===== src/rtl/i2s_pkg.sv =====
// Shared constants, the stereo sample payload and the I2S frame layout for i2s_audio_tx.
package i2s_pkg;

  localparam int unsigned SAMPLE_W       = 16;
  localparam int unsigned SLOT_W         = 32;
  localparam int unsigned FRAME_BITS     = 64;
  localparam int unsigned SCLK_HALF_DEF  = 8;
  localparam int unsigned FIFO_DEPTH_DEF = 4;
  localparam int unsigned PAD_W          = SLOT_W - SAMPLE_W - 1;

  typedef struct packed {
    logic [SAMPLE_W-1:0] left;
    logic [SAMPLE_W-1:0] right;
  } stereo_sample_t;

  // One-bit delay after each slot boundary, sample MSB first, zero fill to the slot end.
  function automatic logic [FRAME_BITS-1:0] pack_frame(input stereo_sample_t s);
    return {1'b0, s.left, {PAD_W{1'b0}}, 1'b0, s.right, {PAD_W{1'b0}}};
  endfunction

endpackage


===== src/rtl/i2s_audio_tx_sample_fifo.sv =====
// Synchronous FIFO of stereo sample pairs with registered level, full and empty flags.
module sample_fifo
  import i2s_pkg::*;
#(
  parameter int unsigned DEPTH = FIFO_DEPTH_DEF,
  parameter int unsigned LVL_W = $clog2(DEPTH) + 1
) (
  input  logic           i_clk,
  input  logic           i_rst,
  input  logic           i_push,
  input  stereo_sample_t i_push_data,
  input  logic           i_pop,
  output stereo_sample_t o_head,
  output logic [LVL_W-1:0] o_level,
  output logic           o_full,
  output logic           o_empty
);

  localparam int unsigned PTR_W = $clog2(DEPTH);

  stereo_sample_t   r_mem [DEPTH];
  logic [PTR_W-1:0] r_wr_ptr;
  logic [PTR_W-1:0] r_rd_ptr;
  logic [LVL_W-1:0] r_level;
  logic             r_full;
  logic             r_empty;

  logic             w_push;
  logic             w_pop;
  logic [LVL_W-1:0] w_level_next;

  assign w_push       = i_push && !r_full;
  assign w_pop        = i_pop && !r_empty;
  assign w_level_next = r_level + LVL_W'(w_push) - LVL_W'(w_pop);

  // Storage carries no reset; validity is tracked entirely by the pointers and level.
  always_ff @(posedge i_clk) begin
    if (w_push) begin
      r_mem[r_wr_ptr] <= i_push_data;
    end
  end

  always_ff @(posedge i_clk) begin
    if (i_rst) begin
      r_wr_ptr <= '0;
      r_rd_ptr <= '0;
      r_level  <= '0;
      r_full   <= 1'b0;
      r_empty  <= 1'b1;
    end else begin
      if (w_push) r_wr_ptr <= r_wr_ptr + PTR_W'(1);
      if (w_pop)  r_rd_ptr <= r_rd_ptr + PTR_W'(1);
      r_level <= w_level_next;
      r_full  <= (w_level_next == LVL_W'(DEPTH));
      r_empty <= (w_level_next == '0);
    end
  end

  assign o_head  = r_mem[r_rd_ptr];
  assign o_level = r_level;
  assign o_full  = r_full;
  assign o_empty = r_empty;

endmodule


===== src/rtl/i2s_audio_tx.sv =====
// Philips-I2S transmitter: buffers stereo pairs, generates SCLK/LRCLK and shifts 64-bit frames.
module i2s_audio_tx
  import i2s_pkg::*;
#(
  parameter int unsigned SCLK_HALF  = SCLK_HALF_DEF,
  parameter int unsigned FIFO_DEPTH = FIFO_DEPTH_DEF
) (
  input  logic                        Clk,
  input  logic                        Reset,
  input  logic                        sample_valid,
  input  logic [SAMPLE_W-1:0]         sample_left,
  input  logic [SAMPLE_W-1:0]         sample_right,
  output logic                        sample_ready,
  output logic                        i2s_sclk,
  output logic                        i2s_lrclk,
  output logic                        i2s_sd,
  output logic                        frame_tick,
  output logic [$clog2(FIFO_DEPTH):0] fifo_level,
  output logic [7:0]                  underrun_cnt
);

  localparam int unsigned LVL_W = $clog2(FIFO_DEPTH) + 1;
  localparam int unsigned DIV_W = (SCLK_HALF > 1) ? $clog2(SCLK_HALF) : 1;
  localparam int unsigned BIT_W = $clog2(FRAME_BITS);

  logic [DIV_W-1:0]      r_div_cnt;
  logic [BIT_W-1:0]      r_bit_cnt;
  logic [FRAME_BITS-1:0] r_shift;
  logic                  r_sclk;
  logic                  r_lrclk;
  logic                  r_sd;
  logic                  r_frame_tick;
  logic [7:0]            r_underrun_cnt;

  logic                  w_div_wrap;
  logic                  w_fall;
  logic                  w_load;
  logic [BIT_W-1:0]      w_bit_next;
  logic [FRAME_BITS-1:0] w_frame;
  logic                  w_push;
  logic                  w_pop;
  stereo_sample_t        w_push_data;
  stereo_sample_t        w_head;
  logic                  w_full;
  logic                  w_empty;
  logic [LVL_W-1:0]      w_level;

  assign w_div_wrap  = (r_div_cnt == DIV_W'(SCLK_HALF - 1));
  assign w_fall      = w_div_wrap && r_sclk;
  assign w_bit_next  = r_bit_cnt + BIT_W'(1);
  assign w_load      = w_fall && (r_bit_cnt == BIT_W'(FRAME_BITS - 1));
  assign w_frame     = w_empty ? '0 : pack_frame(w_head);

  assign w_push      = sample_valid && !w_full;
  assign w_pop       = w_load && !w_empty;
  assign w_push_data = '{left: sample_left, right: sample_right};

  sample_fifo #(
    .DEPTH (FIFO_DEPTH),
    .LVL_W (LVL_W)
  ) u_fifo (
    .i_clk       (Clk),
    .i_rst       (Reset),
    .i_push      (w_push),
    .i_push_data (w_push_data),
    .i_pop       (w_pop),
    .o_head      (w_head),
    .o_level     (w_level),
    .o_full      (w_full),
    .o_empty     (w_empty)
  );

  // SD and LRCLK only move on SCLK fall events so the codec samples stable data on rises.
  always_ff @(posedge Clk) begin
    if (Reset) begin
      r_div_cnt      <= '0;
      r_bit_cnt      <= BIT_W'(FRAME_BITS - 1);
      r_shift        <= '0;
      r_sclk         <= 1'b0;
      r_lrclk        <= 1'b1;
      r_sd           <= 1'b0;
      r_frame_tick   <= 1'b0;
      r_underrun_cnt <= '0;
    end else begin
      r_div_cnt    <= w_div_wrap ? '0 : r_div_cnt + DIV_W'(1);
      r_frame_tick <= w_load;
      if (w_div_wrap) r_sclk <= ~r_sclk;
      if (w_fall) begin
        r_bit_cnt <= w_bit_next;
        r_lrclk   <= (w_bit_next >= BIT_W'(SLOT_W));
        if (w_load) begin
          r_sd    <= w_frame[FRAME_BITS-1];
          r_shift <= {w_frame[FRAME_BITS-2:0], 1'b0};
          if (w_empty && (r_underrun_cnt != 8'hFF)) begin
            r_underrun_cnt <= r_underrun_cnt + 8'd1;
          end
        end else begin
          r_sd    <= r_shift[FRAME_BITS-1];
          r_shift <= {r_shift[FRAME_BITS-2:0], 1'b0};
        end
      end
    end
  end

  assign sample_ready = ~w_full;
  assign fifo_level   = w_level;
  assign i2s_sclk     = r_sclk;
  assign i2s_lrclk    = r_lrclk;
  assign i2s_sd       = r_sd;
  assign frame_tick   = r_frame_tick;
  assign underrun_cnt = r_underrun_cnt;

endmodule

===== config.mk =====
export PLATFORM = sky130hd
export DESIGN_NAME = i2s_audio_tx
export DESIGN_NICKNAME = d
export VERILOG_FILES = /design/src/rtl/i2s_pkg.sv /design/src/rtl/i2s_audio_tx_sample_fifo.sv /design/src/rtl/i2s_audio_tx.sv
export SDC_FILE = /design/constraint.sdc
export NUM_CORES = 1
export LEC_CHECK = 0
export CAP_MARGIN = 15
export CORE_MARGIN = 4
export CORE_UTILIZATION = 62
export CTS_CLUSTER_SIZE = 40
export DETAILED_ROUTE_END_ITERATION = 8
export DONT_BUFFER_PORTS = 1
export GPL_TIMING_DRIVEN = 0
export PLACE_DENSITY = 0.75
export SLEW_MARGIN = 25
export SYNTH_ARGS = -nofsm -noshare
export SYNTH_HDL_FRONTEND = slang
export SYNTH_SLANG_ARGS = --single-unit

===== constraint.sdc =====
create_clock -name Clk -period 3.73 [get_ports Clk]
set_input_delay 0.1865 -clock Clk [delete_from_list [all_inputs] [get_ports Clk]]
set_output_delay 0.1865 -clock Clk [all_outputs]
set_load 0.02 [all_outputs]

# [Yosys cells after proc, flatten, opt, wreduce, memory -nomap -nowiden]
# Memory sizes are Yosys's and may differ from the RTL's. A register that Yosys moved wholly into a read port is not among the register bits.
# Cells that the tools add are included.
[word_totals] reg_bits=94 latch_bits=0 ram_bits=128 mem_bits_ro=0 inputBits=35 output_inout_bits=16 word_cells=47 n_memories=1
[classes] add_sub_neg=7 n_mul=0 div=0 magnitude_cmp=1 eq_ne=4 n_shift=0 mux=7 bitwise=2 n_reduce_logical=12
[memory_table] name="u_fifo.r_mem" depth=4 width=32 read_ports=1 rd_ports_with_merged_regs=1 wr=1 line_no="i2s_audio_tx_sample_fifo.sv:21" source="stereo_sample_t r_mem [DEPTH];"
[op_table] op="2-to-1 mux 64 bit" count=1
[op_table] op="2-to-1 mux 63 bit" count=1
[op_table] op="adder 8 x 1 -> 8 bit (second input constant)" count=1
[op_table] op="inequality test 8 bit (second input constant)" count=1
[op_table] op="logical AND 1 bit" count=7
[op_table] op="adder 6 x 1 -> 6 bit (second input constant)" count=1
[op_table] op="== test 3 bit (second input constant)" count=2
[op_table] op="== test 6 bit (second input constant)" count=1
[op_table] op=">= comparator 6 bit (second input constant)" count=1
[op_table] op="adder 2 x 1 -> 2 bit (second input constant)" count=2
[op_table] op="2-to-1 mux 2 bit" count=2
[op_table] op="adder 3 x 1 -> 3 bit" count=1
[op_table] op="adder 3 x 1 -> 3 bit (second input constant)" count=1
[op_table] op="logical NOT 3 bit" count=1
[op_table] op="2-to-1 mux 1 bit" count=3
[op_table] op="AND reduction 3 bit" count=1
[op_table] op="subtractor 3 x 1 -> 3 bit" count=1
[op_table] op="logical NOT 1 bit" count=2
[op_table] op="inverter 1 bit" count=2
[op_table] op="OR reduction 2 bit" count=1

# [Logic depth before layout (Yosys ltp)]
# Gate-level depths: netlist of run 1.
[depth] ltp_word=7 ltp_mapped=15 depth_no_buf=13

# [By module]
# A second synthesis of run 1 with hierarchy kept.
[unflattened] cells_unflattened=519 hier_area_um2=8031.5
[modules_own_cells] module="sample_fifo" instances=1 cells_each=217 area_each_um2=5156.2 seq_area_each_um2=4063.9
[modules_own_cells] module="i2s_audio_tx" instances=1 cells_each=302 area_each_um2=2875.3 seq_area_each_um2=1361.3

# [Worst setup path after synthesis of run 1]
# No wires, ideal clock.
[synth_timing] kind="reg-to-reg" startpoint="register r_div_cnt[0]" endpoint="register u_fifo.r_full (netlist: u_fifo.o_full)" setup_time_ns=0.078 arrival_time_ns=2.619 required_ns=3.652 path_slack_ns=1.034 path_stages_with_launch=16 n_path_buf=2 period_less_slack_ns=2.696 path_cell_list="dfxtp_1 > ha_1 > ha_1 > buf_4 > and3_1 > buf_6 > nand3_1 > nor3_1 > ha_1 > inv_1 > ha_1 > fa_1 > xnor2_1 > xnor2_1 > nand2_1 > nor3_1"
[synth_via] elab_chain_cells=7
[synth_rtl] element="start: declaration" line_no="i2s_audio_tx.sv:26" source="logic [DIV_W-1:0] r_div_cnt;"
[synth_rtl] element="start signal: assignment" line_no="i2s_audio_tx.sv:85" source="r_div_cnt <= w_div_wrap ? '0 : r_div_cnt + DIV_W'(1);"
[synth_rtl] element="== test 3 bit" line_no="i2s_audio_tx.sv:48" source="assign w_div_wrap = (r_div_cnt == DIV_W'(SCLK_HALF - 1));"
[synth_rtl] element="logical AND 1 bit" line_no="i2s_audio_tx.sv:49" source="assign w_fall = w_div_wrap && r_sclk;"
[synth_rtl] element="logical AND 1 bit" line_no="i2s_audio_tx.sv:51" source="assign w_load = w_fall && (r_bit_cnt == BIT_W'(FRAME_BITS - 1));"
[synth_rtl] element="logical AND 1 bit" line_no="i2s_audio_tx.sv:55" source="assign w_pop = w_load && !w_empty;"
[synth_rtl] element="logical AND 1 bit" line_no="i2s_audio_tx_sample_fifo.sv:33" source="assign w_pop = i_pop && !r_empty;"
[synth_rtl] element="via u_fifo.w_pop" line_no="i2s_audio_tx_sample_fifo.sv:29" source="logic w_pop;"
[synth_rtl] element="subtractor 3 x 1 -> 3 bit" line_no="i2s_audio_tx_sample_fifo.sv:34" source="assign w_level_next = r_level + LVL_W'(w_push) - LVL_W'(w_pop);"
[synth_rtl] element="== test 3 bit" line_no="i2s_audio_tx_sample_fifo.sv:54" source="r_full <= (w_level_next == LVL_W'(DEPTH));"
[synth_rtl] element="end signal: assignment" line_no="i2s_audio_tx_sample_fifo.sv:54"
[synth_rtl] element="end: declaration" line_no="i2s_audio_tx_sample_fifo.sv:25" source="logic r_full;"
# The timed path passes the listed nets, and every way through them passes these cells.
# A chain may end at the register's enable or synchronous reset.

# [Final worst setup path of run 1]
# Ends and elaborated chain as after synthesis.

==> reports/metrics.cfg, run 1 <==
[run_status]
status = finished clean

[timing]
setup_slack_ns = 0.8041
finClkSkew_ns = 0.01558
setup_violations = 0
period_share_pct = 78.44
slew-limit-headroom_pct = 54.39
fmax_mhz = 341.8
layout_min_cycle_time_ns = 2.926
worstMarginPinSlew_ns = 0.6841
hold_viol_final = 0
grt_setup_unrepaired = no
drv_slew = 0
fin_setup_tns_ns = 0

[drt]
ant_nets = 0
routedWlPerCell_um = 19.21
first_pass_iters = 5
drt-initial-drc-count = 360
drt-total-wl_mm = 14.75
dr_total_vias = 4595
vias_per_cell = 5.983
route.detailed.drc = 0

[cells_and_area]
fill_cells = 801
area_growth_pct = 15.85
num_antenna_cells = 0
nNetsFinal = 633
final_util_pct = 74.54
drive_above_1_share_pct = 14.67

[critical_path]
r2r_end = u_fifo.o_full
arrival_ns = 3.31
critical_path_required_ns = 4.12
cp-end-kind = flop
start_kind = flop
rrSetupSlack_ns = 0.80
worstSetupPathType = reg -> reg
crit_fanout = 8
crit_path_start = r_div_cnt[0]
r2r-start = r_div_cnt[0]
endpoint = u_fifo.o_full
rr_worst_depth = 15

[synth]
syn_avg_cell_area_um2 = 14.79
synth_top_area_share_pct = 49.12
yosysSeqAreaShare_pct = 69.33
ys.warnings.count = 0
syn-instance-count = 529
yosys.area.top_type = edfxtp_1
synth_nets = 575
synth_cell_type_count = 41
syn_area_um2 = 7825
ys_ff_latch = 207
yosys-top-cells-area = edfxtp_1 (49%), dfxtp_1 (20%), mux4_2 (9.2%), a21oi_1 (2.4%), nor3_1 (2.2%)

[die]
die_area_um2 = 14480
die_h_um = 120.3
coreArea_um2 = 12160
rows = 40
die_w_um = 120.3
initial_core_util_pct = 64.34
ioPinCount = 51

[global_routing]
overflow = 0
grt_max_degree = 20
antenna_found_initial = 0
track_usage_pct = 21.58
grt_pass1_wl_mm = 24.74
grt_pass1_vias = 4770

[job]
cap_violations = 0

[min_path]
min_path_type = in -> reg

[cts]
cts.htree.levels = 1
max-clock-path-buffers = 3
post-cts-setup-buffer-count = 0
cts.reportedPaths.clkPinSlew_ns = 0.06
cts_buffers = 20
postCtsResizedCells = 0
cts_tree = built
clk_latency_ns = 0.48
ctsHoldBuffers = 32
clock-sinks = 207
clock-root-buffer = clkbuf_16

[placed_design]
dp_hpwl_mm = 9.331
place_congestion = 0.8034
place_ws_ns = 0.8000
place.port_buffers = 0

[pwr]
irDropWorstVdd_v = 0.0005707
powerDensity_nw_per_um2 = 525.8
p_leak_nw = 3.180

==> layer usage <==
layer  track usage, %  vias to the layer above  wire length [um]
met3            3.227                       25               845
met2            37.34                      125              7398
met1            28.94                     2315              6152
li1                 -                     2130                 -
met5                0                        -                 0
met4            5.807                        0               355
==> worst max-delay path, cell delays in order, from the launching register on <==
cell and delay [ns]:
dfxtp_1 0.31, ha_1 0.19, ha_1 0.17, buf_4 0.16, and3_1 0.18, buf_6 0.13
nand3_1 0.12, nor3_1 0.07, ha_1 0.28, inv_1 0.04, ha_1 0.18, fa_1 0.38
xnor2_1 0.19, xnor2_1 0.17, nand2_1 0.09, nor3_1 0.18
==> worst min-delay path by stage <==
stage / end / cells after the start / slack (ns) / startpoint
final: underrun_cnt[7] / 2 / 0.20 / Reset
after detailed placement: u_fifo.r_mem[2][9] / 0 / 0.29 / sample_right[9]
after global routing: underrun_cnt[7] / 2 / 0.19 / Reset
after floorplan: u_fifo.r_mem[0][0] / 0 / 0.29 / sample_right[0]
after global placement: u_fifo.r_mem[3][10] / 0 / 0.29 / sample_right[10]
after CTS: underrun_cnt[7] / 2 / 0.17 / Reset
==> flip-flops by register name (all words and copies together), names as in the netlist, named ones only <==
signal	count
i2s_sd	1
r_div_cnt	3
u_fifo.o_level	3
frame_tick	1
u_fifo.r_mem	128
u_fifo.o_full	1
r_shift	48
u_fifo.r_wr_ptr	2
underrun_cnt	8
i2s_sclk	1
r_bit_cnt	6
u_fifo.r_rd_ptr	2
u_fifo.o_empty	1
==> per-stage QoR <==
stage / power [W] / instance area, um2 / hold WS [ns] / std cells
5_1_grt: 0.004939 / 9065 / 0.1947 / 768
2_1_floorplan: 0.002826 / 7825 / 0.2854 / 529
6_report: 0.004766 / 9065 / 0.1999 / 768
4_1_cts: 0.004786 / 9065 / 0.1737 / 768
3_5_place_dp: 0.002942 / 8150 / 0.2855 / 701
3_3_place_gp: 0.002900 / 8035 / 0.2855 / 697
==> kinds of logic after synthesis <==
logic type                 share of synthesized area (%)
DFF                                                69.33
and+or+nand+nor                                    7.979
AOI/OAI and AO/OA                                  7.691
buffers and inverters                              2.702
muxes                                              9.210
xor gates and xnor gates                           1.231
adders and majority gates                          1.855
==> synthesized netlist by cell type (all sizes together) <==
| cell | n |
|---|---|
| ha | 10 |
| nor2 | 42 |
| mux4 | 32 |
| inv | 11 |
| clkbuf | 14 |
| nand3 | 5 |
| a22o | 17 |
| or3 | 1 |
| and2 | 6 |
| and4b | 1 |
| a41oi | 1 |
| o41ai | 1 |
| buf | 20 |
| or3b | 1 |
| o31ai | 5 |
| nor3b | 2 |
| a311oi | 1 |
| a21oi | 38 |
| and3 | 2 |
| nand4 | 5 |
| nand2 | 13 |
| o311ai | 1 |
| edfxtp | 128 |
| a211oi | 1 |
| o21ai | 34 |
| xor2 | 4 |
| or4 | 4 |
| dfxtp | 79 |
| xnor2 | 7 |
| fa | 1 |
| nor2b | 3 |
| and4 | 3 |
| nor3 | 35 |
| a22oi | 1 |
==> cells in the final DEF (no fill, tap or decap), types with 3 or more instances in the layout <==
master         netlist  final
xnor2_1              7      7
dlygate4sd3_1        0     32
buf_2               10     10
o31ai_1              5      5
buf_1                3      3
clkbuf_1            14     22
and2_2               0      4
nand3_1              4      4
dfxtp_1             79     79
nor2b_1              3      3
a22o_1              17     17
or4_1                4      4
ha_1                10     10
a21oi_1             38     38
buf_4                6      6
edfxtp_1           128    128
nand4_1              5      5
clkbuf_16            0     21
xor2_1               4      4
nor2_1              41     41
inv_1               11     11
nand2_1             13     13
buf_16               0      4
nor3_1              35     35
o21ai_0             33     33
mux4_2              32     32
==> power by group <==
group,switching [W],internal [W],total [W]
Combinational,0.000189,0.000130,0.000319
Sequential,0.0000466,0.00256,0.00261
Clock,0.000786,0.00105,0.00184
==> area by class of cell <==
cell class / count / area, um2 / area share, %
well taps: 168 / 210.2 / 2.319
inverters: 11 / 41.29 / 0.4555
flip-flops and latches: 207 / 5425 / 59.85
clock buffers: 30 / 569.3 / 6.280
clock inverters: 5 / 25.02 / 0.2761
repair buffers: 36 / 430.4 / 4.748
multi-input cells: 277 / 2193 / 24.20
plain buffers: 34 / 170.2 / 1.877
No activity file was read; power rests on OpenSTA's default activity.
==> run 2: changes to the inputs <==
Settings changed: ABC_AREA set to 1, CORE_UTILIZATION 62 to 57, PLACE_DENSITY 0.75 to 0.72.
Clock period 3.73 ns to 2.6 ns, I/O delays scaled along.
==> run 2 against run 1 <==
Compared with the run above:
- sequential share of layout area decreased by 3.4 points
- utilization fell by 5.8 points
- register-to-register slack got worse by 0.65 ns
- wire length increased by 22%
- global-route usage grew 0.74 points
- power grew 46%
- final area is 6.1% higher
- highest routed layer unchanged
- critical endpoint unchanged
- via count increased by 26%
==> reports/metrics.cfg, run 2 <==
[run_status]
status = finished clean  ; unchanged

[cells_and_area]
final_area_um2 = 9615  ; was 9065 um2
final_util_pct = 68.74  ; was 74.54%
area_growth_pct = 17.29  ; was 15.85%
finalNonFillerCells = 1077  ; was 768
layout_commonest_cell = nand2_1  ; was edfxtp_1
drive_above_1_share_pct = 7.915  ; was 14.67%
fill_cells = 1016  ; was 801
layout_common_cells = nand2_1 (185), nor2_1 (132), edfxtp_1 (128)  ; was edfxtp_1 (128), dfxtp_1 (79), nor2_1 (41)
largest-register = u_fifo.r_mem  ; unchanged
num_antenna_cells = 0  ; unchanged
nNetsFinal = 928  ; was 633
largest_reg_flops = 128  ; unchanged

[timing]
layout_min_cycle_time_ns = 2.441  ; was 2.926 ns
finClkSkew_ns = 0.01408  ; was 0.01558 ns
worstMarginPinSlew_ns = 0.7410  ; was 0.6841 ns
grt_setup_unrepaired = no  ; unchanged
fmax_mhz = 409.6  ; was 341.8 MHz
slew-limit-headroom_pct = 50.48  ; was 54.39%
period_share_pct = 93.89  ; was 78.44%
hold_viol_final = 0  ; unchanged
fin_hold_ws_ns = 0.09306  ; was 0.1999 ns
setup_violations = 0  ; unchanged
drv_slew = 0  ; unchanged

[synth]
synth_nets = 864  ; was 575
yosysSeqAreaShare_pct = 66.18  ; was 69.33%
synth_top_area_share_pct = 46.89  ; was 49.12%
yosys-top-cells-area = edfxtp_1 (47%), dfxtp_1 (19%), nand2_1 (8.5%), nor2_1 (6.2%), o21ai_0 (4.6%)  ; was edfxtp_1 (49%), dfxtp_1 (20%), mux4_2 (9.2%), a21oi_1 (2.4%), nor3_1 (2.2%)
synth.most_common_cell = nand2_1  ; was edfxtp_1
yosys.area.top_type = edfxtp_1  ; unchanged
syn_area_um2 = 8198  ; was 7825 um2
ys_top_cells_by_count = nand2_1 (186), nor2_1 (136), edfxtp_1 (128), dfxtp_1 (79), o21ai_0 (76)  ; was edfxtp_1 (128), dfxtp_1 (79), nor2_1 (41), a21oi_1 (38), nor3_1 (35)
synth-edff-count = 128  ; unchanged
ys.warnings.count = 0  ; unchanged
synthFlopType = edfxtp_1  ; unchanged
syn-instance-count = 818  ; was 529
ys_ff_latch = 207  ; unchanged
syn_avg_cell_area_um2 = 10.02  ; was 14.79 um2
synthArstFlopShare_pct = 0  ; unchanged
synth_cell_type_count = 29  ; was 41

[cts]
cts_buffers = 21  ; was 20
clock-sinks = 207  ; unchanged
max-clock-path-buffers = 3  ; unchanged
clock-root-buffer = clkbuf_16  ; unchanged
cts.reportedPaths.clkPinSlew_ns = 0.06  ; about the same
cts_tree = built  ; unchanged
clk_latency_ns = 0.49  ; was 0.48 ns
cts.htree.levels = 1  ; unchanged

[critical_path]
critical_path_required_ns = 3.01  ; was 4.12 ns
worstSetupPathType = reg -> reg  ; unchanged
cp-end-kind = flop  ; unchanged
start_kind = flop  ; unchanged
crit_fanout = 7  ; was 8
rrSetupSlack_ns = 0.16  ; was 0.80 ns
arrival_ns = 2.85  ; was 3.31 ns

[die]
ioPinCount = 51  ; unchanged
initial_core_util_pct = 58.60  ; was 64.34%
coreArea_um2 = 13990  ; was 12,160 um2
die_w_um = 127.9  ; was 120.3 um
die_h_um = 127.9  ; was 120.3 um
die_area_um2 = 16360  ; was 14,480 um2
rows = 43  ; was 40

[global_routing]
overflow = 0  ; unchanged
grt_max_degree = 19  ; was 20
antenna_found_initial = 0  ; unchanged
grt_pass1_vias = 5880  ; was 4,770
grt_pass1_wl_mm = 29.33  ; was 24.74 mm
track_usage_pct = 22.32  ; was 21.58%

[pwr]
irDropWorstVdd_v = 0.0007347  ; was 0.0005707 V
p_leak_nw = 3.619  ; was 3.180 nW
powerDensity_nw_per_um2 = 725.7  ; was 525.8 nW/um2

[placed_design]
place_congestion = 0.8093  ; was 0.8034
placed_area_um2 = 8591  ; was 8150 um2
dp_cells = 1003  ; was 701
dp_hpwl_mm = 11.66  ; was 9.331 mm
place.port_buffers = 0  ; unchanged

[drt]
vias_per_cell = 5.375  ; was 5.983
route.detailed.drc = 0  ; unchanged
drt-initial-drc-count = 431  ; was 360
ant_nets = 0  ; unchanged
first_pass_iters = 5  ; unchanged
drt-total-wl_mm = 17.93  ; was 14.75 mm
dr_total_vias = 5789  ; was 4,595
routedWlPerCell_um = 16.65  ; was 19.21 um

[job]
cap_violations = 0  ; unchanged

[min_path]
min_path_type = in -> reg  ; unchanged

[run 2: worst max-delay path, stage by stage (launching register included)]
cell and delay [ns]:
dfxtp_1 0.32, ha_1 0.20, ha_2 0.19, nand2_4 0.09, inv_4 0.06, nand2_8 0.07, nor2_8 0.04, ha_1 0.27
inv_1 0.04, ha_1 0.19, fa_2 0.34, xor2_1 0.17, xor2_1 0.20, inv_1 0.08, nor3_2 0.10
[run 2: worst paths after layout]
path                                   start            end  cells after the start
worst max-delay path            r_div_cnt[0]  u_fifo.o_full                     14
worst min-delay path                   Reset   r_bit_cnt[3]                      3
worst max register to register  r_div_cnt[0]  u_fifo.o_full                     14
worst min register to register  r_div_cnt[0]   r_div_cnt[0]                      1
[run 2: cells by family (layout without fill, tap and decap cells)]
group	Yosys count	after routing	synth area share, %
adders and majority gates	11	11	1.770
xor gates and xnor gates	7	7	0.7479
AOI/OAI and AO/OA	136	136	8.516
and+or+nand+nor	374	374	18.59
buffers and inverters	83	162	4.197
DFF	207	207	66.18
[run 2: per-stage QoR]
stage | total power [W] | setup WS, ns | setup TNS (ns)
final | 0.006978 | 0.1587 | 0
after global routing | 0.007216 | 0.01705 | 0
after CTS | 0.007001 | 0.03196 | 0
after detailed placement | 0.004165 | -0.3242 | -0.8945
after global placement | 0.004103 | -1.137 | -144.89
after floorplan | 0.004010 | 0.0009190 | 0
[run 2: cell type report]
cell class | count | area (um2) | share of cell area (%)
buffer | 38 | 167.7 | 1.744
clock buffer | 31 | 584.3 | 6.077
clock inverter | 7 | 58.81 | 0.6116
inverter | 44 | 167.7 | 1.744
multi-input combinational | 528 | 2487 | 25.87
sequential | 207 | 5426 | 56.43
tap | 180 | 225.2 | 2.342
timing repair buffer | 42 | 498.0 | 5.179
[run 2: where the power goes]
| part | internal (W) | switching, W | total (W) |
|---|---|---|---|
| Clock | 0.00165 | 0.00116 | 0.00281 |
| Combinational | 0.000154 | 0.000284 | 0.000438 |
| Sequential | 0.00366 | 0.0000658 | 0.00373 |
| Total | 0.00547 | 0.00151 | 0.00698 |
[run 2: layer usage]
layer	global-route usage [%]	vias up	routed length, um
met4	4.931	0	259
met3	4.125	24	1028
met5	0	-	0
met2	39.13	149	9022
met1	29.08	2732	7617
li1	-	2884	-
[run 2: what timing repair did]
item | in CTS | in global routing
pin swaps | 3 | 2
gates resized for setup | 3 | 6
setup buffers | 3 | 1
hold buffers | 33 | 0
endpoints found under the hold margin | 131 | 0
setup endpoints to repair | 4 | 3
==> run 3: changes to the inputs <==
Settings changed: BUFFER_PORTS_ARGS set to -buffer_cell sky130_fd_sc_hd__buf_4, CORE_UTILIZATION 57 to 54, CTS_CLUSTER_SIZE 40 to 28, DONT_BUFFER_PORTS 1 to not set.
==> run 3 against run 2 <==
Compared with the run above:
- critical path depth unchanged
- clock power up 12%
- sequential power about the same
- critical endpoint unchanged
- largest cell class unchanged
- largest power group unchanged
==> reports/metrics.cfg, run 3 (synthesis results as in run 2) <==
[drt]
vias_per_cell = 5.319  ; was 5.375
wl_met2_mm = 9.153  ; was 9.022 mm
first_pass_iters = 5  ; unchanged
drt-total-wl_mm = 18.06  ; was 17.93 mm
routedWlPerCell_um = 15.91  ; was 16.65 um
ant_nets = 0  ; unchanged
drt-initial-drc-count = 464  ; was 431
highest_layer = met4  ; unchanged
wl_met1_mm = 7.500  ; was 7.617 mm
dr_wl_met3_mm = 1.199  ; was 1.028 mm
dr_total_vias = 6037  ; was 5,789
route.detailed.drc = 0  ; unchanged

[die]
die_h_um = 131.2  ; was 127.9 um
ioPinCount = 51  ; unchanged
coreArea_um2 = 14700  ; was 13,990 um2
die_w_um = 131.2  ; was 127.9 um
initial_core_util_pct = 55.77  ; was 58.60%
die_area_um2 = 17220  ; was 16,360 um2
rows = 44  ; was 43

[timing]
worstMarginPinSlew_ns = 0.6486  ; was 0.7410 ns
period_share_pct = 95.11  ; was 93.89%
slew-limit-headroom_pct = 56.76  ; was 50.48%
hold_viol_final = 0  ; unchanged
setup_violations = 0  ; unchanged
finClkSkew_ns = 0.01253  ; was 0.01408 ns
drv_slew = 0  ; unchanged
layout_min_cycle_time_ns = 2.473  ; was 2.441 ns
grt_setup_unrepaired = no  ; unchanged
fmax_mhz = 404.4  ; was 409.6 MHz

[critical_path]
start_kind = flop  ; unchanged
cp_slowest_cell = fa_2  ; unchanged
crit_fanout = 7  ; unchanged
crit_chain = ha_1 -> ha_2 -> nand2_4 -> inv_4 -> nand2_8 -> nor2_8 -> ha_1 -> inv_1 -> ha_1 -> fa_2 -> xor2_1 -> xor2_1 -> inv_1 -> nor3_2  ; unchanged
crit_path_max_incr_delay_ns = 0.34  ; about the same
worstSetupPathType = reg -> reg  ; unchanged
cp-end-kind = flop  ; unchanged
arrival_ns = 2.90  ; was 2.85 ns
critical_path_required_ns = 3.03  ; was 3.01 ns
rr_worst_depth = 14  ; unchanged
path_common_cell = ha_1  ; unchanged

[cts]
max-clock-path-buffers = 3  ; unchanged
cts.htree.levels = 1  ; unchanged
clock-sinks = 207  ; unchanged
cts_tree = built  ; unchanged
clock-root-buffer = clkbuf_16  ; unchanged
cts_buffers = 22  ; was 21
cts.reportedPaths.clkPinSlew_ns = 0.06  ; about the same
clk_latency_ns = 0.50  ; was 0.49 ns

[cells_and_area]
final_area_um2 = 10150  ; was 9615 um2
layout_commonest_cell = nand2_1  ; unchanged
nNetsFinal = 981  ; was 928
area_growth_pct = 23.76  ; was 17.29%
num_antenna_cells = 0  ; unchanged
layout_common_cells = nand2_1 (185), nor2_1 (132), edfxtp_1 (128)  ; unchanged
final_util_pct = 69.02  ; was 68.74%
largest-register = u_fifo.r_mem  ; unchanged
largest_reg_flops = 128  ; unchanged
multi_input_area_um2 = 2485  ; was 2487 um2
regArea_um2 = 5425  ; was 5426 um2
drive_above_1_share_pct = 13.46  ; was 7.915%
fill_cells = 1060  ; was 1,016

[global_routing]
antenna_found_initial = 0  ; unchanged
track_usage_pct = 21.18  ; was 22.32%
grt_pass1_vias = 6067  ; was 5,880
overflow = 0  ; unchanged
grt_max_degree = 19  ; unchanged
grt_pass1_wl_mm = 30.10  ; was 29.33 mm

[min_path]
min_path_type = in -> reg  ; unchanged
holdPathStages = 3  ; unchanged

[placed_design]
dp_hpwl_mm = 12.04  ; was 11.66 mm
place_congestion = 0.7871  ; was 0.8093
placed_area_um2 = 9041  ; was 8591 um2
place.port_buffers = 50  ; was 0

[pwr]
finalPower_w = 0.007398  ; was 0.006978 W
powerDensity_nw_per_um2 = 729.2  ; was 725.7 nW/um2
irDropWorstVdd_v = 0.0006597  ; was 0.0007347 V
p_leak_nw = 3.938  ; was 3.619 nW

[run_status]
status = finished clean  ; unchanged

[job]
cap_violations = 0  ; unchanged

## run 3: changes by cell type in the layout (fill, tap and decap cells not counted), moves of 2 or more
cell / delta
clkinv_2: +4
clkbuf_1: -3
buf_4: +49
clkbuf_16: +2
clkbuf_8: -2
clkinv_1: -2
buf_16: +2
bufinv_16: +2
## run 3: layout make-up
| cell class | count | share of cell area, % |
|---|---|---|
| Tap cell | 184 | 2.269 |
| Clock inverter | 13 | 1.418 |
| Timing Repair Buffer | 94 | 9.224 |
| Multi-Input combinational cell | 528 | 24.49 |
| Inverter | 44 | 1.652 |
| Sequential cell | 207 | 53.47 |
| Clock buffer | 27 | 5.821 |
| Buffer | 38 | 1.652 |
## run 3: final timing paths
path / start / endpoint / slack, ns
max: r_div_cnt[0] / u_fifo.o_full / 0.13
min: sample_valid / u_fifo.r_wr_ptr[1] / 0.31
max reg2reg: r_div_cnt[0] / u_fifo.o_full / 0.13
min reg2reg: r_div_cnt[0] / r_div_cnt[0] / 0.42
## run 3: report_power, final
part           internal (W)  switching, W  total [W]
clock network       0.00192       0.00124    0.00316
registers           0.00366     0.0000521    0.00371
logic              0.000220      0.000310   0.000530
## run 3: critical path, delay by kind of cell (launching register included)
family / cells / cell delay (ns)
simple gates: 4 / 0.30
buf+inv: 3 / 0.21
fa+ha+maj: 5 / 1.19
xor+xnor: 2 / 0.38
flops: 1 / 0.31
## run 3: repair_timing
| action | in CTS | in global routing |
|---|---|---|
| resized for setup | 3 | 4 |
| buffers inserted | 3 | 0 |
| setup endpoints to repair | 3 | 3 |
| endpoints found under the hold margin | 131 | 0 |
| pin swaps | 4 | 2 |
| hold buffers | 33 | 0 |
## run 3: metrics by stage
stage / std cells / hold slack (ns) / worst slack (ns) / setup TNS [ns]
global placement: 1052 / 0.3284 / -0.9980 / -124.76
global route: 1135 / 0.3395 / 0.009055 / 0
finish: 1135 / 0.3108 / 0.1270 / 0
floorplan: 818 / 0.2289 / 0.0009190 / 0
CTS: 1135 / 0.2995 / 0.02055 / 0
detailed placement: 1060 / 0.3320 / -0.3183 / -0.8492
## run 3: routing by layer
metal / vias up / track usage, %
li1: 2977 / -
met4: 0 / 4.959
met1: 2848 / 27.71
met2: 193 / 37.56
met3: 19 / 3.211
met5: - / 0
